==> config.mk <==
export PLATFORM = sky130hd
export DESIGN_NAME = pipeline_issue
export DESIGN_NICKNAME = d
export VERILOG_FILES = /design/src/rtl/pipeline_issue.sv
export SDC_FILE = /design/constraint.sdc
export NUM_CORES = 1
export LEC_CHECK = 0
export ABC_AREA = 1
export CORE_MARGIN = 1
export CORE_UTILIZATION = 25
export CTS_CLUSTER_SIZE = 10
export DETAILED_ROUTE_END_ITERATION = 10
export MAX_ROUTING_LAYER = met4
export SYNTH_ARGS = -nofsm -noshare
export SYNTH_HDL_FRONTEND = slang
export SYNTH_SLANG_ARGS = --single-unit
==> constraint.sdc <==
create_clock -name clk_i -period 8.65 [get_ports clk_i]
set_input_delay 2.1625 -clock clk_i [delete_from_list [all_inputs] [get_ports clk_i]]
set_output_delay 2.1625 -clock clk_i [all_outputs]
set_load 0.01 [all_outputs]
==> src/rtl/pipeline_issue.sv <==
// Head-of-line issue controller: round-robin selects one eligible ingress buffer per cycle,
// feeds route compute, and tracks each port through pending, backoff and granted states.
module pipeline_issue #(
    parameter int unsigned NUM_BUFFERS  = 5,
    parameter int unsigned RETRY_DELAY  = 4,
    parameter int unsigned META_WIDTH   = 8,
    parameter int unsigned DEST_WIDTH   = 4,
    parameter int unsigned INGRESS_SIZE = $clog2(NUM_BUFFERS) + (NUM_BUFFERS == 1)
) (
    input  logic                                    clk_i,
    input  logic                                    rst_i,
    input  logic [NUM_BUFFERS-1:0]                  buf_head_valid_i,
    input  logic [NUM_BUFFERS-1:0][META_WIDTH-1:0]  buf_metadata_i,
    input  logic [NUM_BUFFERS-1:0][DEST_WIDTH-1:0]  buf_dest_i,
    input  logic [NUM_BUFFERS-1:0]                  buf_tail_sent_i,
    input  logic                                    pipe_valid_i,
    input  logic [INGRESS_SIZE-1:0]                 pipe_ingress_port_i,
    input  logic                                    pipe_failed_i,
    output logic                                    rc_valid_o,
    output logic [META_WIDTH-1:0]                   rc_metadata_o,
    output logic [DEST_WIDTH-1:0]                   rc_dest_o,
    output logic [INGRESS_SIZE-1:0]                 rc_ingress_port_o,
    output logic [NUM_BUFFERS-1:0]                  granted_o,
    output logic                                    proto_err_o
);

    localparam int unsigned CntW = (RETRY_DELAY > 0) ? $clog2(RETRY_DELAY + 1) : 1;

    typedef enum logic [1:0] {StIdle, StPending, StWait, StGranted} port_state_e;

    port_state_e              state_q [NUM_BUFFERS];
    port_state_e              state_d [NUM_BUFFERS];
    logic [CntW-1:0]          cnt_q   [NUM_BUFFERS];
    logic [CntW-1:0]          cnt_d   [NUM_BUFFERS];
    logic [INGRESS_SIZE-1:0]  rr_ptr_q, rr_ptr_d;
    logic                     rc_valid_q;
    logic [META_WIDTH-1:0]    rc_metadata_q, rc_metadata_d;
    logic [DEST_WIDTH-1:0]    rc_dest_q, rc_dest_d;
    logic [INGRESS_SIZE-1:0]  rc_port_q, rc_port_d;
    logic                     proto_err_q, proto_err_d;

    logic [NUM_BUFFERS-1:0]   eligible, pending, granted, pipe_hit;
    logic                     issue;
    logic [INGRESS_SIZE-1:0]  sel;

    always_comb begin
        for (int i = 0; i < NUM_BUFFERS; i++) begin
            eligible[i] = (state_q[i] == StIdle) && buf_head_valid_i[i];
            pending[i]  = (state_q[i] == StPending);
            granted[i]  = (state_q[i] == StGranted);
            pipe_hit[i] = pipe_valid_i && (pipe_ingress_port_i == INGRESS_SIZE'(i));
        end
    end

    // Scan upward from rr_ptr with wrap; first eligible port wins.
    always_comb begin
        int unsigned idx;
        int unsigned nxt;
        issue    = 1'b0;
        sel      = '0;
        idx      = 0;
        rr_ptr_d = rr_ptr_q;
        for (int unsigned k = 0; k < NUM_BUFFERS; k++) begin
            idx = 32'(rr_ptr_q) + k;
            if (idx >= NUM_BUFFERS) idx = idx - NUM_BUFFERS;
            if (!issue && eligible[idx]) begin
                issue = 1'b1;
                sel   = INGRESS_SIZE'(idx);
            end
        end
        nxt = 32'(sel) + 1;
        if (issue) rr_ptr_d = (nxt >= NUM_BUFFERS) ? '0 : INGRESS_SIZE'(nxt);
    end

    always_comb begin
        rc_metadata_d = rc_metadata_q;
        rc_dest_d     = rc_dest_q;
        rc_port_d     = rc_port_q;
        if (issue) begin
            rc_metadata_d = buf_metadata_i[sel];
            rc_dest_d     = buf_dest_i[sel];
            rc_port_d     = sel;
        end
        // Out-of-range ports never hit, so they fall into the error term too.
        proto_err_d = proto_err_q
                    | (pipe_valid_i && !(|(pipe_hit & pending)))
                    | (|(buf_tail_sent_i & ~granted));
    end

    always_comb begin
        for (int i = 0; i < NUM_BUFFERS; i++) begin
            state_d[i] = state_q[i];
            cnt_d[i]   = cnt_q[i];
            unique case (state_q[i])
                StIdle: begin
                    if (issue && (sel == INGRESS_SIZE'(i))) state_d[i] = StPending;
                end
                StPending: begin
                    if (pipe_hit[i]) begin
                        if (!pipe_failed_i) begin
                            state_d[i] = StGranted;
                        end else if (RETRY_DELAY == 0) begin
                            state_d[i] = StIdle;
                        end else begin
                            state_d[i] = StWait;
                            cnt_d[i]   = CntW'(RETRY_DELAY);
                        end
                    end
                end
                StWait: begin
                    if (cnt_q[i] == CntW'(1)) begin
                        state_d[i] = StIdle;
                        cnt_d[i]   = '0;
                    end else begin
                        cnt_d[i] = cnt_q[i] - CntW'(1);
                    end
                end
                StGranted: begin
                    if (buf_tail_sent_i[i]) state_d[i] = StIdle;
                end
                default: ;
            endcase
        end
    end

    always_ff @(posedge clk_i) begin
        if (rst_i) begin
            for (int i = 0; i < NUM_BUFFERS; i++) begin
                state_q[i] <= StIdle;
                cnt_q[i]   <= '0;
            end
            rr_ptr_q      <= '0;
            rc_valid_q    <= 1'b0;
            rc_metadata_q <= '0;
            rc_dest_q     <= '0;
            rc_port_q     <= '0;
            proto_err_q   <= 1'b0;
        end else begin
            for (int i = 0; i < NUM_BUFFERS; i++) begin
                state_q[i] <= state_d[i];
                cnt_q[i]   <= cnt_d[i];
            end
            rr_ptr_q      <= rr_ptr_d;
            rc_valid_q    <= issue;
            rc_metadata_q <= rc_metadata_d;
            rc_dest_q     <= rc_dest_d;
            rc_port_q     <= rc_port_d;
            proto_err_q   <= proto_err_d;
        end
    end

    assign rc_valid_o        = rc_valid_q;
    assign rc_metadata_o     = rc_metadata_q;
    assign rc_dest_o         = rc_dest_q;
    assign rc_ingress_port_o = rc_port_q;
    assign granted_o         = granted;
    assign proto_err_o       = proto_err_q;

endmodule

=== Yosys cells after proc, flatten, opt, wreduce, memory -nomap -nowiden ===
Memories as Yosys holds them, arrays and structs flattened.
Index checks and enable logic that the tools add are counted.

* Flip-flop bits (word level): 20
* Bits in writable memories: 25
* Output and inout bits: 22
* Logic and storage cells: 201
* Memories kept: 2

{| class="wikitable"
|+ Memory list
! memory !! depth !! width !! read ports !! clocked after Yosys merged registers in !! write ports !! RTL line !! RTL
|-
| cnt_q || 5 || 3 || 5 || 0 || 5 || 33 || <nowiki>logic [CntW-1:0] cnt_q [NUM_BUFFERS];</nowiki>
|-
| state_q || 5 || 2 || 5 || 0 || 5 || 31 || <nowiki>port_state_e state_q [NUM_BUFFERS];</nowiki>
|}

* $add $sub $neg: 15
* $lt $le $gt $ge: 12
* Equal/unequal tests: 28
* Muxes and demuxes: 89
* Bitwise gates (word level): 15
* Reduce and logical (&&, ||, !) cells: 34

{| class="wikitable"
|+ Operator list
! cell !! number
|-
| less-than comparator 32 x 4 -> 1 bit (second input constant) || 5
|-
| 2-to-1 mux 32 bit || 5
|-
| 2-to-1 mux 3 bit || 26
|-
| 2-to-1 mux 2 bit || 25
|-
| case mux 2 bit (4 select lines) || 5
|-
| case mux 3 bit (2 select lines) || 5
|-
| binary-select mux 8 bit (select 3 bit) || 1
|-
| equality test 3 x 1 -> 1 bit (second input constant) || 7
|-
| equality test 2 bit (second input constant) || 10
|-
| >= comparator 4 x 3 -> 1 bit (second input constant) || 5
|-
| logical AND 1 bit || 20
|-
| subtractor 4 x 3 -> 5 bit (second input constant) || 4
|-
| binary-select mux 1 bit (select 3 bit) || 5
|-
| subtractor 3 x 1 -> 3 bit (second input constant) || 5
|-
| 2-to-1 mux 1 bit || 14
|-
| binary-select mux 4 bit (select 3 bit) || 1
|-
| equality test 3 x 2 -> 1 bit (second input constant) || 4
|-
| bitwise OR 1 bit || 12
|-
| AND 5 bit || 2
|-
| equality test 2 x 1 -> 1 bit (second input constant) || 5
|-
| zero test 2 bit || 5
|-
| OR reduction 5 bit || 2
|-
| adder 3 x 1 -> 4 bit (second input constant) || 2
|-
| adder 3 x 2 -> 4 bit (second input constant) || 2
|-
| 10 further kinds || 16
|}

=== Logic depth before layout (Yosys ltp) ===
Gate-level depths: netlist of the first run.
An unclocked memory read counts as a cell.

* Depth in word-level cells: 23
* Gate-level depth with buffers: 27

=== Worst setup path after synthesis of the first run ===
OpenSTA, ideal clock, no wires.

* Path type: input port to flip-flop
* Start point: in buf_head_valid_i[2]
* End point: mem state_q[0][6] (netlist bit)
* Setup time: 0.130 ns
* Arrival: 3.879 ns
* Data required time: 8.520 ns
* Path slack: 4.640 ns
* Stages: 16
* Cell sequence: nand2_1 > nand3_1 > nand3_1 > nand3_1 > nand2_1 > nand3_2 > nor2_4 > nand3_2 > or2_1 > nand3_4 > inv_2 > ha_1 > nand2_1 > nand2_1 > a31oi_1 > nor2_1

{| class="wikitable"
|+ RTL lines
! what !! RTL line !! RTL
|-
| start, declared || 12 || <nowiki>input logic [NUM_BUFFERS-1:0] buf_head_valid_i,</nowiki>
|-
| end, declared || 31 ||
|}

==> impl_results.rst, run 1 <==
.. list-table::
   :header-rows: 1

   * - Metric
     - Value
   * - Share of the cycle needed by the critical path after routing
     - 54.9%
   * - Wire length of the first global-routing pass
     - between 15 and 20 mm
   * - Inserted Diodes
     - 0
   * - Layout area overhead
     - 32.1%
   * - CP dominant cell by count
     - nand2_1
   * - Number of DRC markers after the initial detailed-route iteration
     - about 260
   * - Vias post-DR
     - 4329
   * - Maximum operating frequency
     - approximately 0.21 GHz
   * - Mux cell area share after synthesis
     - 0%
   * - Largest family of logic cells by synthesized area
     - simple AND/OR/NAND/NOR gates
   * - Number of buffer and inverter instances along the worst setup path
     - 3
   * - Num CTS Buffers
     - 5
   * - Seq pwr share
     - 14.3%
   * - Crit start category
     - input port
   * - IO Count
     - 99
   * - Number of rows in the core area
     - 45
   * - Peak supply drop
     - around 0.00019 V
   * - Asr flop ratio synth
     - 0%
   * - Remaining DRCs
     - 0
   * - Data required time of the worst path
     - ~8.9 ns
   * - Proportion of netlist area held by the largest area contributor
     - between 20% and 30%
   * - Total nets after synthesis
     - 755
   * - Share of total power consumed by net switching
     - between 50% and 60%
   * - Deepest clock path buffer count
     - 2
   * - Setup slack of the worst register-to-register path
     - around 4.3 ns
   * - Clock insertion delay at the later pin of the skew report
     - 0.29 ns
   * - Placer congestion estimate
     - 0.930
   * - Synth area leader
     - dfxtp_1
   * - Hold Path Stages
     - 2
   * - Post-synthesis register bit count
     - 45
   * - Die Span Y
     - between 100 and 150 um
   * - Highest net fanout along the worst path
     - 27
   * - Initial standard-cell utilization of the core
     - a little over a quarter
   * - Biggest area contributors in the synthesized netlist
     - dfxtp_1 22%, nand2_1 22%, nand3_1 8.2%
   * - Number of antenna violations at the first check in global routing
     - 0
   * - Critical Path Max Stage Delay
     - about 0.46 ns
   * - Slew Limit Fails
     - 0
   * - Clock edge transition at the registers on the reported setup and hold paths
     - about 0.060 ns
   * - Hold Crit Class
     - flip-flop to flip-flop
   * - Hpwl dp
     - between 9 and 10 mm
   * - Number of cells on the critical path
     - 16
   * - PostCTS Resize Cnt
     - 0
   * - H-tree depth
     - 2
   * - Total standard cell area after synthesis
     - about 4000 um^2
   * - Endpoints failing hold
     - 0
   * - Count of cells along the worst register-to-register path
     - 18
   * - Part of the total power dissipated in combinational logic
     - 76.6%
   * - Switching pwr
     - 1280 uW
   * - Compound-Gate Fraction of Synth Area
     - between 15 and 20%
   * - Simple-gate share of the synthesized area
     - 42.5%
   * - Post-synthesis cell type count
     - 43
   * - Average routed wire per standard cell
     - 12.6 um
   * - Final global-route overflow total
     - 0
   * - Outcome
     - completed
   * - Root buffer cell
     - clkbuf_16
   * - Worst Setup Path Type
     - input port to flip-flop
   * - Final Critical Period
     - around 4.7 ns
   * - Critical path arrival
     - around 5 ns
   * - Chip Width
     - ~130 um
   * - Most frequent cells in the layout
     - 230 x nand2_1, 98 x clkdlybuf4s50_1, 83 x inv_1, 66 x nand3_1, 45 x dfxtp_1
   * - Vias per inst
     - 4.53
   * - Final-layout setup total negative slack
     - 0 ns
   * - Mean Syn Cell Area
     - between 6 and 7 um^2
   * - Post-synth EDFFs
     - 0
   * - Kind of capture point of the worst setup path
     - flip-flop
   * - Prevailing post-synth register cell
     - dfxtp_1
   * - Vias in the first global route
     - between 3000 and 4000
   * - Number of warnings issued by yosys
     - 0
   * - Tightest Pin Transition
     - around 0.70 ns
   * - Cell family with the largest share of critical-path delay
     - simple AND/OR/NAND/NOR gates
   * - XOR/XNOR share of the synthesized area
     - under 10%
   * - Number of setup violations in the final report
     - 0
   * - Static Leak
     - approximately 0.0025 uW
   * - Clock sinks
     - 45
   * - Worst-path cell chain
     - clkdlybuf4s50_1, nand3_1, inv_1, o21ai_0, nand2_1, nand2_1, a21oi_2, nand4_4, nand3_4, inv_1, nor2_1, ha_1, nand2_1, nand2_1, a31oi_1, nor2_1
   * - Proportion of synthesized chip area in sequential cells
     - 22.4%
   * - Share of final-layout standard cells stronger than drive strength 1
     - about 6.8%
   * - Slew Limit Headroom
     - a little over half
   * - Final setup skew
     - roughly 0.0034 ns
   * - Count of TritonRoute iterations in the first routing pass
     - 5
   * - TritonCTS clock tree
     - done
   * - Unrepaired setup endpoints after global routing
     - false
   * - Part of the power in the clock network
     - under 10%
   * - Total die area
     - 16600 um^2
   * - Total power divided by cell area
     - around 420 nW/um^2
   * - MaxCap Viol Count
     - 0
   * - Worst Hold Margin
     - roughly 0.47 ns
   * - Gr usage total
     - between 15 and 20%
   * - Final wirelength
     - around 12 mm
   * - Fill cell total of the finished layout
     - approximately 1700
   * - Hold-fix buffers, CTS
     - 0
   * - Cell-internal power
     - about 960 uW
   * - Crit path max-delay cell type
     - clkdlybuf4s50_1
   * - Post-DRT Antenna Nets
     - 0
   * - Most common library cell in the layout ignoring fill and taps
     - nand2_1
   * - Count of input and output buffers
     - 98
   * - Area of the core
     - approximately 15000 um^2
   * - Cells after synthesis
     - between 600 and 700
   * - # Post-CTS Setup Buffers
     - 0
   * - Largest net degree at the start of global routing
     - 33
   * - Layout Nets
     - roughly 840
   * - Area share of fa/ha/maj cells after synthesis
     - between 7 and 8%
cells in the mapped netlist, types with 6 or more instances:
cell / number
a21oi_1: 36
a21oi_2: 6
a22oi_1: 13
a31oi_1: 7
dfxtp_1: 45
ha_1: 23
inv_1: 83
inv_2: 7
nand2_1: 230
nand3_1: 66
nand3_2: 7
nor2_1: 39
nor3_1: 8
o21ai_0: 20
worst reg2reg max path, stage by stage (launching register included):
cell and delay, ns:
dfxtp_1 0.76, inv_2 0.25, ha_1 0.63, nand3_4 0.12, a21oi_4 0.23, nand2_4 0.10, nand2_2 0.10, nand2_2 0.14
o31ai_2 0.28, nand2_2 0.14, nand4_4 0.29, nand3_4 0.34, inv_1 0.21, nor2_1 0.07, ha_1 0.20, nand2_1 0.09
nand2_1 0.06, a31oi_1 0.14, nor2_1 0.05
state kept, by name (all words and copies together), names as in the netlist:
register,count
rc_ingress_port_o,3
rc_metadata_o,8
state_q,10
rr_ptr_q,3
cnt_q,15
rc_valid_o,1
proto_err_o,1
rc_dest_o,4
metal layers:
metal  share of wire, %  vias to the layer above  global-route usage [%]
li1                   -                     2298                       -
met1                 51                     1862                    21.1
met2                 41                      151                    22.3
met3                6.9                       18                    2.29
met4                1.6                        0                    3.94
met5                  0                        -                       -
per-stage QoR:
stage / cell area, um^2 / setup WS, ns / instances / util, % / power [uW]
2_1_floorplan: 4010 / 4.64 / 655 / - / 1720
3_3_place_gp: 5140 / 3.63 / 948 / 33.3 / 2050
3_5_place_dp: 5140 / 3.58 / 948 / 33.3 / 2050
4_1_cts: 5300 / 3.88 / 956 / 34.4 / 2260
5_1_grt: 5300 / 3.58 / 956 / 34.4 / 2500
6_report: 5300 / 3.90 / 956 / 34.4 / 2250
cell type report:
type / instances / area, um^2 / share of cell area, %
multi-input cells: 503 / 2650 / 50.0
repair buffers: 99 / 988 / 18.6
flip-flops and latches: 45 / 901 / 17.0
inverters: 90 / 338 / 6.37
well taps: 211 / 264 / 4.98
clock buffers: 7 / 153 / 2.88
clock inverters: 1 / 5.00 / 0.0944
power groups by stage:
stage | logic (uW) | registers (uW) | clock network (uW)
finish | 1720 | 321 | 203
global route | 1950 | 330 | 219
CTS | 1730 | 322 | 211
detailed placement | 1720 | 326 | 0
global placement | 1730 | 326 | 0
floorplan | 1400 | 321 | 0
cell families after synthesis:
kind of cell	after synthesis
compound gates	100
xor+xnor	3
fa+ha+maj	23
buf+inv	107
flops	45
simple gates	377
path summary, 6_finish.rpt:
kind / end / start
worst max register to register: state_q[0][6]$_SDFFE_PP0P_ / rr_ptr_q[0]$_SDFFE_PP0P_
worst max-delay path: state_q[0][6]$_SDFFE_PP0P_ / buf_head_valid_i[1]
worst min register to register: cnt_q[0][13]$_SDFFE_PP0P_ / cnt_q[0][13]$_SDFFE_PP0P_
worst min-delay path: cnt_q[0][13]$_SDFFE_PP0P_ / cnt_q[0][13]$_SDFFE_PP0P_
(Power assumes the default switching activity.)
==> run 2: changes to the inputs <==
- clock period: 8.65 -> 4.6 ns (I/O delays scaled with it)
==> impl_results.rst, run 2 (synthesis results as in run 1) <==
.. list-table::
   :header-rows: 1

   * - Metric
     - Value
   * - Chip Width
     - 129 um (unchanged)
   * - Crit path max-delay cell type
     - ha_1
   * - Total die area
     - 16600 um^2 (unchanged)
   * - Number of DRC markers after the initial detailed-route iteration
     - 277 (+7.8%)
   * - Die Span Y
     - 129 um (unchanged)
   * - H-tree depth
     - 2 (unchanged)
   * - Worst Setup Path Type
     - flip-flop to flip-flop
   * - Maximum operating frequency
     - approximately 0.27 GHz
   * - Number of flip-flops in the largest register
     - 15 (unchanged)
   * - Hpwl dp
     - 9.23 mm (-0.89%)
   * - Seq pwr share
     - 14.0% (-0.3 points)
   * - Average routed wire per standard cell
     - 12.3 um (-2.0%)
   * - Count of TritonRoute iterations in the first routing pass
     - 5 (unchanged)
   * - Endpoint of the lowest-slack register-to-register path
     - state_q[0][6]$_SDFFE_PP0P_
   * - Number of buffer and inverter instances along the worst setup path
     - 3 (unchanged)
   * - Share of total power consumed by net switching
     - 56.8% (-0.32 points)
   * - Final wirelength
     - 11.8 mm (-1.8%)
   * - Fill cell total of the finished layout
     - 1691 (-1.1%)
   * - Critical R2R Launch
     - rr_ptr_q[1]$_SDFFE_PP0P_
   * - Worst Hold Margin
     - 0.464 ns (-0.00217 ns)
   * - Post-DRT Antenna Nets
     - 0 (unchanged)
   * - Area of the core
     - 15400 um^2 (unchanged)
   * - Final setup skew
     - 0.00287 ns (-0.000546 ns)
   * - Number of antenna violations at the first check in global routing
     - 0 (unchanged)
   * - Unrepaired setup endpoints after global routing
     - false
   * - Layout area overhead
     - 32.5%
   * - Startpoint of the lowest-slack hold path
     - cnt_q[0][13]$_SDFFE_PP0P_
   * - TritonCTS clock tree
     - done
   * - Switching pwr
     - 2390 uW (+86%)
   * - Vias per inst
     - 4.52 (about the same)
   * - Gr usage total
     - 15.1% (+0.074 points)
   * - Initial standard-cell utilization of the core
     - 26.0% (unchanged)
   * - Peak supply drop
     - 0.000303 V (+63%)
   * - Setup slack of the worst register-to-register path
     - 0.89 ns (-3.45 ns)
   * - Hold EP
     - cnt_q[0][13]$_SDFFE_PP0P_
   * - Deepest clock path buffer count
     - 2 (unchanged)
   * - Share of final-layout standard cells stronger than drive strength 1
     - 7.10% (+0.25 points)
   * - Count of input and output buffers
     - 98 (unchanged)
   * - Count of cells along the worst register-to-register path
     - 18 (unchanged)
   * - Share of the cycle needed by the critical path after routing
     - about four fifths
   * - # Post-CTS Setup Buffers
     - 0 (unchanged)
   * - Wire length of the first global-routing pass
     - 19.6 mm (+1.7%)
   * - Worst-path cell chain
     - inv_1, ha_1, inv_1, nand2_1, o21ai_2, o31ai_1, nand2_1, nand3_2, nor3_1, nor2_1, nand3_4, inv_1, nor2_1, ha_1, nand2_1, nand2_1, a31oi_1, nor2_1
   * - Vias post-DR
     - 4334 (+0.12%)
   * - Most common library cell in the layout ignoring fill and taps
     - nand2_1
   * - Final global-route overflow total
     - 0 (unchanged)
   * - Hold-fix buffers, CTS
     - 0 (unchanged)
   * - Critical Path Max Stage Delay
     - 0.63 ns (+0.17 ns)
   * - Remaining DRCs
     - 0 (unchanged)
   * - Clock insertion delay at the later pin of the skew report
     - 0.29 ns (about the same)
   * - Slew Limit Headroom
     - 64.8% (+11 points)
   * - Total power divided by cell area
     - 792 nW/um^2 (+87%)
   * - MaxCap Viol Count
     - 0 (unchanged)
   * - Kind of capture point of the worst setup path
     - flip-flop
   * - Hold Path Stages
     - 2 (unchanged)
   * - Clock sinks
     - 45 (unchanged)
   * - Cell-internal power
     - 1820 uW (+89%)
   * - Outcome
     - completed
   * - Vias in the first global route
     - 3989 (+2.7%)
   * - Register with the most flip-flops
     - cnt_q
   * - Largest net degree at the start of global routing
     - 33 (unchanged)
   * - IO Count
     - 99 (unchanged)
   * - Number of setup violations in the final report
     - 0 (unchanged)
   * - Placer congestion estimate
     - 0.916 (-1.6%)
   * - Data required time of the worst path
     - 4.77 ns (-4.11 ns)
   * - Part of the total power dissipated in combinational logic
     - 77.0% (+0.4 points)
   * - Clock edge transition at the registers on the reported setup and hold paths
     - 0.06 ns (about the same)
   * - Tightest Pin Transition
     - 0.527 ns (-0.171 ns)
   * - Crit start category
     - flip-flop
   * - Part of the power in the clock network
     - 9.0% (about the same)
   * - Most frequent cells in the layout
     - 230 x nand2_1, 98 x clkdlybuf4s50_1, 83 x inv_1, 66 x nand3_1, 45 x dfxtp_1
   * - Hold Crit Class
     - flip-flop to flip-flop
   * - Highest net fanout along the worst path
     - 27 (unchanged)
   * - Number of rows in the core area
     - 45 (unchanged)
   * - Num CTS Buffers
     - 5 (unchanged)
   * - Endpoints failing hold
     - 0 (unchanged)
   * - CP dominant cell by count
     - nand2_1
   * - Cell family with the largest share of critical-path delay
     - simple AND/OR/NAND/NOR gates
   * - Inserted Diodes
     - 0 (unchanged)
   * - Final Critical Period
     - roughly 3.7 ns
   * - Critical path arrival
     - 3.88 ns (-1.10 ns)
   * - Layout Nets
     - 846 (+0.24%)
   * - Slew Limit Fails
     - 0 (unchanged)
   * - PostCTS Resize Cnt
     - 0 (unchanged)
   * - Root buffer cell
     - clkbuf_16
   * - Final-layout setup total negative slack
     - 0 ns (unchanged)
   * - Static Leak
     - 0.00249 uW (+0.38%)
[run 2: changes by cell type in the layout (fill, tap and decap cells not counted)]
cell,previous run,this run
buf_4,1,3
[run 2: final cells by class]
cell class                      count  area (um^2)  area share (%)
Multi-Input combinational cell    503         2650            49.9
Timing Repair Buffer              101         1000            18.9
Sequential cell                    45          901            16.9
Inverter                           90          338            6.35
Tap cell                          211          264            4.96
Clock buffer                        7          153            2.87
Clock inverter                      1         5.00          0.0941
[run 2: power by group through the flow]
stage	sequential, uW	clock, uW	combinational, uW
after floorplan	604	0	2630
after global placement	597	0	3250
after detailed placement	596	0	3250
after CTS	589	390	3260
after global routing	603	407	3730
final	589	378	3240
[run 2: worst max-delay path by stage]
| stage | start | to | slack [ns] | cells past startpoint |
|---|---|---|---|---|
| after global placement | buf_head_valid_i[0] | state_q[0][6]$_SDFFE_PP0P_ | 0.77 | 17 |
| after CTS | rr_ptr_q[1]$_SDFFE_PP0P_ | state_q[0][6]$_SDFFE_PP0P_ | 0.88 | 20 |
| after detailed placement | buf_head_valid_i[1] | state_q[0][6]$_SDFFE_PP0P_ | 0.76 | 17 |
| after floorplan | rr_ptr_q[1]$_SDFFE_PP0P_ | state_q[0][6]$_SDFFE_PP0P_ | 1.50 | 19 |
| after global routing | rr_ptr_q[1]$_SDFFE_PP0P_ | state_q[0][6]$_SDFFE_PP0P_ | 0.41 | 20 |
| final | rr_ptr_q[1]$_SDFFE_PP0P_ | state_q[0][6]$_SDFFE_PP0P_ | 0.89 | 18 |
[run 2: stage by stage]
stage / instance area (um^2) / total power, uW / utilization (%) / std cells / setup WS (ns)
2_1_floorplan: 4010 / 3230 / - / 655 / 1.50
3_3_place_gp: 5160 / 3840 / 33.4 / 950 / 0.771
3_5_place_dp: 5160 / 3850 / 33.4 / 950 / 0.758
4_1_cts: 5320 / 4240 / 34.5 / 958 / 0.880
5_1_grt: 5320 / 4740 / 34.5 / 958 / 0.411
6_report: 5320 / 4210 / 34.5 / 958 / 0.885
[run 2: per-layer routing]
metal	routed length (um)	up-vias	GRT usage, %
met5	0	-	-
met2	4820	143	22.4
met3	767	18	2.62
li1	-	2299	-
met4	259	0	3.94
met1	5980	1874	21.0
[run 2: worst reg2reg max path, delay by kind of cell, from the launching register on]
| family | cells | cell delay (ns) |
|---|---|---|
| AND/OR/NAND/NOR | 10 | 1.20 |
| adder cells (fa/ha/maj) | 2 | 0.82 |
| buffers and inverters | 3 | 0.65 |
| flip-flops | 1 | 0.48 |
| AO/OA/AOI/OAI | 3 | 0.45 |
==> run 3: changes to the inputs <==
- clock period: 4.6 -> 3.6 ns (I/O delays scaled with it)
==> impl_results.rst, run 3 (synthesis results as in run 1) <==
.. list-table::
   :header-rows: 1

   * - Metric
     - Value
   * - Outcome
     - completed
   * - Vias in the first global route
     - 4038 (+1.2%)
   * - Most common library cell in the layout ignoring fill and taps
     - nand2_1
   * - Part of the power in the clock network
     - 8.3% (-0.7 points)
   * - Kind of capture point of the worst setup path
     - flip-flop
   * - Remaining DRCs
     - 0 (unchanged)
   * - # Post-CTS Setup Buffers
     - 0 (unchanged)
   * - Final global-route overflow total
     - 0 (unchanged)
   * - Root buffer cell
     - clkbuf_16
   * - Seq pwr share
     - 12.5% (-1.5 points)
   * - Hold-fix buffers, CTS
     - 0 (unchanged)
   * - PostCTS Resize Cnt
     - 0 (unchanged)
   * - Fill cell total of the finished layout
     - 1665 (-1.5%)
   * - Final setup skew
     - 0.00266 ns (-0.000212 ns)
   * - Number of DRC markers after the initial detailed-route iteration
     - 228 (-18%)
   * - Cell family with the largest share of critical-path delay
     - simple AND/OR/NAND/NOR gates
   * - TritonCTS clock tree
     - done
   * - Data required time of the worst path
     - 3.77 ns (-1.00 ns)
   * - Total power divided by cell area
     - 1080 nW/um^2 (+37%)
   * - Chip Width
     - 129 um (unchanged)
   * - Vias post-DR
     - 4392 (+1.3%)
   * - Share of final-layout standard cells stronger than drive strength 1
     - 9.75% (+2.7 points)
   * - IO Count
     - 99 (unchanged)
   * - Count of TritonRoute iterations in the first routing pass
     - 5 (unchanged)
   * - Clock edge transition at the registers on the reported setup and hold paths
     - 0.06 ns (about the same)
   * - Slew Limit Fails
     - 0 (unchanged)
   * - Crit start category
     - flip-flop
   * - Area of the core
     - 15400 um^2 (unchanged)
   * - Endpoints failing hold
     - 0 (unchanged)
   * - Worst-path cell chain
     - inv_1, ha_1, inv_1, ha_1, inv_1, nand2_1, o21ai_2, inv_1, nand3_1, nand3_1, nand2_1, nand3_2, nor2_1, nand2_1, o21ai_1, nand3_4, buf_4, buf_4, a22oi_1, a21oi_2
   * - Count of input and output buffers
     - 98 (unchanged)
   * - Crit path max-delay cell type
     - dfxtp_1
   * - Slew Limit Headroom
     - 65.9% (+1.1 points)
   * - Number of flip-flops in the largest register
     - 15 (unchanged)
   * - Worst Setup Path Type
     - flip-flop to flip-flop
   * - Number of rows in the core area
     - 45 (unchanged)
   * - Footprint of the multi-input gates
     - 2650 um^2 (unchanged)
   * - Storage element area
     - 901 um^2 (unchanged)
   * - Cell-internal power
     - 2790 uW (+53%)
   * - Share of total power consumed by net switching
     - 53.3% (-3.5 points)
   * - Final wirelength
     - 12.2 mm (+3.2%)
   * - CP dominant cell by count
     - inv_1
   * - Largest net degree at the start of global routing
     - 32 (-3.0%)
   * - H-tree depth
     - 2 (unchanged)
   * - Part of the total power dissipated in combinational logic
     - 79.2% (+2.2 points)
   * - Maximum operating frequency
     - 0.316 GHz (+17%)
   * - Setup slack of the worst register-to-register path
     - 0.43 ns (-0.45 ns)
   * - Clock sinks
     - 45 (unchanged)
   * - Clock insertion delay at the later pin of the skew report
     - 0.29 ns (about the same)
   * - Critical path arrival
     - 3.33 ns (-0.55 ns)
   * - Inserted Diodes
     - 0 (unchanged)
   * - Num CTS Buffers
     - 5 (unchanged)
   * - Die Span Y
     - 129 um (unchanged)
   * - Final-layout setup total negative slack
     - 0 ns (unchanged)
   * - Post-DRT Antenna Nets
     - 0 (unchanged)
   * - Static Leak
     - 0.00261 uW (+4.9%)
   * - Switching pwr
     - 3180 uW (+33%)
   * - Peak supply drop
     - 0.000453 V (+50%)
   * - Initial standard-cell utilization of the core
     - 26.0% (unchanged)
   * - Highest net fanout along the worst path
     - 8 (-70%)
   * - Number of buffer and inverter instances along the worst setup path
     - 6 (+3)
   * - Hold Crit Class
     - flip-flop to flip-flop
   * - Wire length of the first global-routing pass
     - 19.6 mm (-0.17%)
   * - Vias per inst
     - 4.48 (-0.94%)
   * - Tightest Pin Transition
     - 0.511 ns (-0.0160 ns)
   * - Gr usage total
     - 15.3% (+0.14 points)
   * - Number of setup violations in the final report
     - 0 (unchanged)
   * - Most frequent cells in the layout
     - 230 x nand2_1, 98 x clkdlybuf4s50_1, 83 x inv_1, 66 x nand3_1, 45 x dfxtp_1
   * - Worst Hold Margin
     - 0.460 ns (-0.00324 ns)
   * - Total die area
     - 16600 um^2 (unchanged)
   * - Layout Nets
     - 868 (+2.6%)
   * - Hpwl dp
     - 9.71 mm (+5.3%)
   * - Register with the most flip-flops
     - cnt_q
   * - Number of antenna violations at the first check in global routing
     - 0 (unchanged)
   * - Critical Path Max Stage Delay
     - 0.31 ns (-0.32 ns)
   * - MaxCap Viol Count
     - 0 (unchanged)
   * - Share of the cycle needed by the critical path after routing
     - 87.9% (+7.2 points)
   * - Placer congestion estimate
     - 0.945 (+3.1%)
   * - Final Power
     - 5970 uW (+42%)
   * - Final Critical Period
     - 3.17 ns (-0.549 ns)
   * - Layout area overhead
     - 37.5%
   * - Average routed wire per standard cell
     - 12.5 um (+0.88%)
   * - Unrepaired setup endpoints after global routing
     - false
   * - Deepest clock path buffer count
     - 2 (unchanged)
==> run 3: changes by cell type in the layout (fill, tap and decap cells not counted), sizes merged <==
| cell | delta |
|---|---|
| buf | +22 |
==> run 3: area by class of cell <==
class / instances / share of cell area (%)
multi-input combinational: 503 / 48.1
timing repair buffer: 123 / 21.8
sequential: 45 / 16.3
inverter: 90 / 6.12
tap: 211 / 4.78
clock buffer: 7 / 2.77
clock inverter: 1 / 0.0907
==> run 3: path summary, 6_finish.rpt <==
path | end | startpoint | depth (start not counted)
max | rc_metadata_o[1]$_SDFFE_PP0P_ | rr_ptr_q[1]$_SDFFE_PP0P_ | 20
min | cnt_q[0][13]$_SDFFE_PP0P_ | cnt_q[0][13]$_SDFFE_PP0P_ | 2
max reg2reg | rc_metadata_o[1]$_SDFFE_PP0P_ | rr_ptr_q[1]$_SDFFE_PP0P_ | 20
min reg2reg | cnt_q[0][13]$_SDFFE_PP0P_ | cnt_q[0][13]$_SDFFE_PP0P_ | 2
==> run 3: metal layers <==
layer | global-route usage, % | share of wire [%] | up-vias
met5 | - | 0 | -
li1 | - | - | 2344
met2 | 23.9 | 43 | 132
met3 | 2.41 | 6.7 | 7
met1 | 20.7 | 49 | 1909
met4 | 2.98 | 0.93 | 0
==> run 3: stage by stage <==
stage          std cells  utilization, %  setup WS, ns  cell area, um^2
2_1_floorplan        655               -         0.501             4010
3_3_place_gp         972            34.8         0.277             5360
3_5_place_dp         972            34.8         0.249             5360
4_1_cts              980            35.8         0.435             5520
5_1_grt              980            35.8        0.0801             5520
6_report             980            35.8         0.435             5520
==> run 3: power groups by stage <==
stage                     Combinational, uW  Sequential, uW  Clock [uW]
final                                  4730             749         493
after global routing                   5350             767         528
after CTS                              4770             748         507
after detailed placement               4760             755           0
after global placement                 4760             758           0
after floorplan                        3360             772           0
==> run 3: tightest hold or removal path, stage by stage, from the launching register on <==
cell and delay, ns:
dfxtp_1 0.31, nand2_1 0.06, a21oi_1 0.05
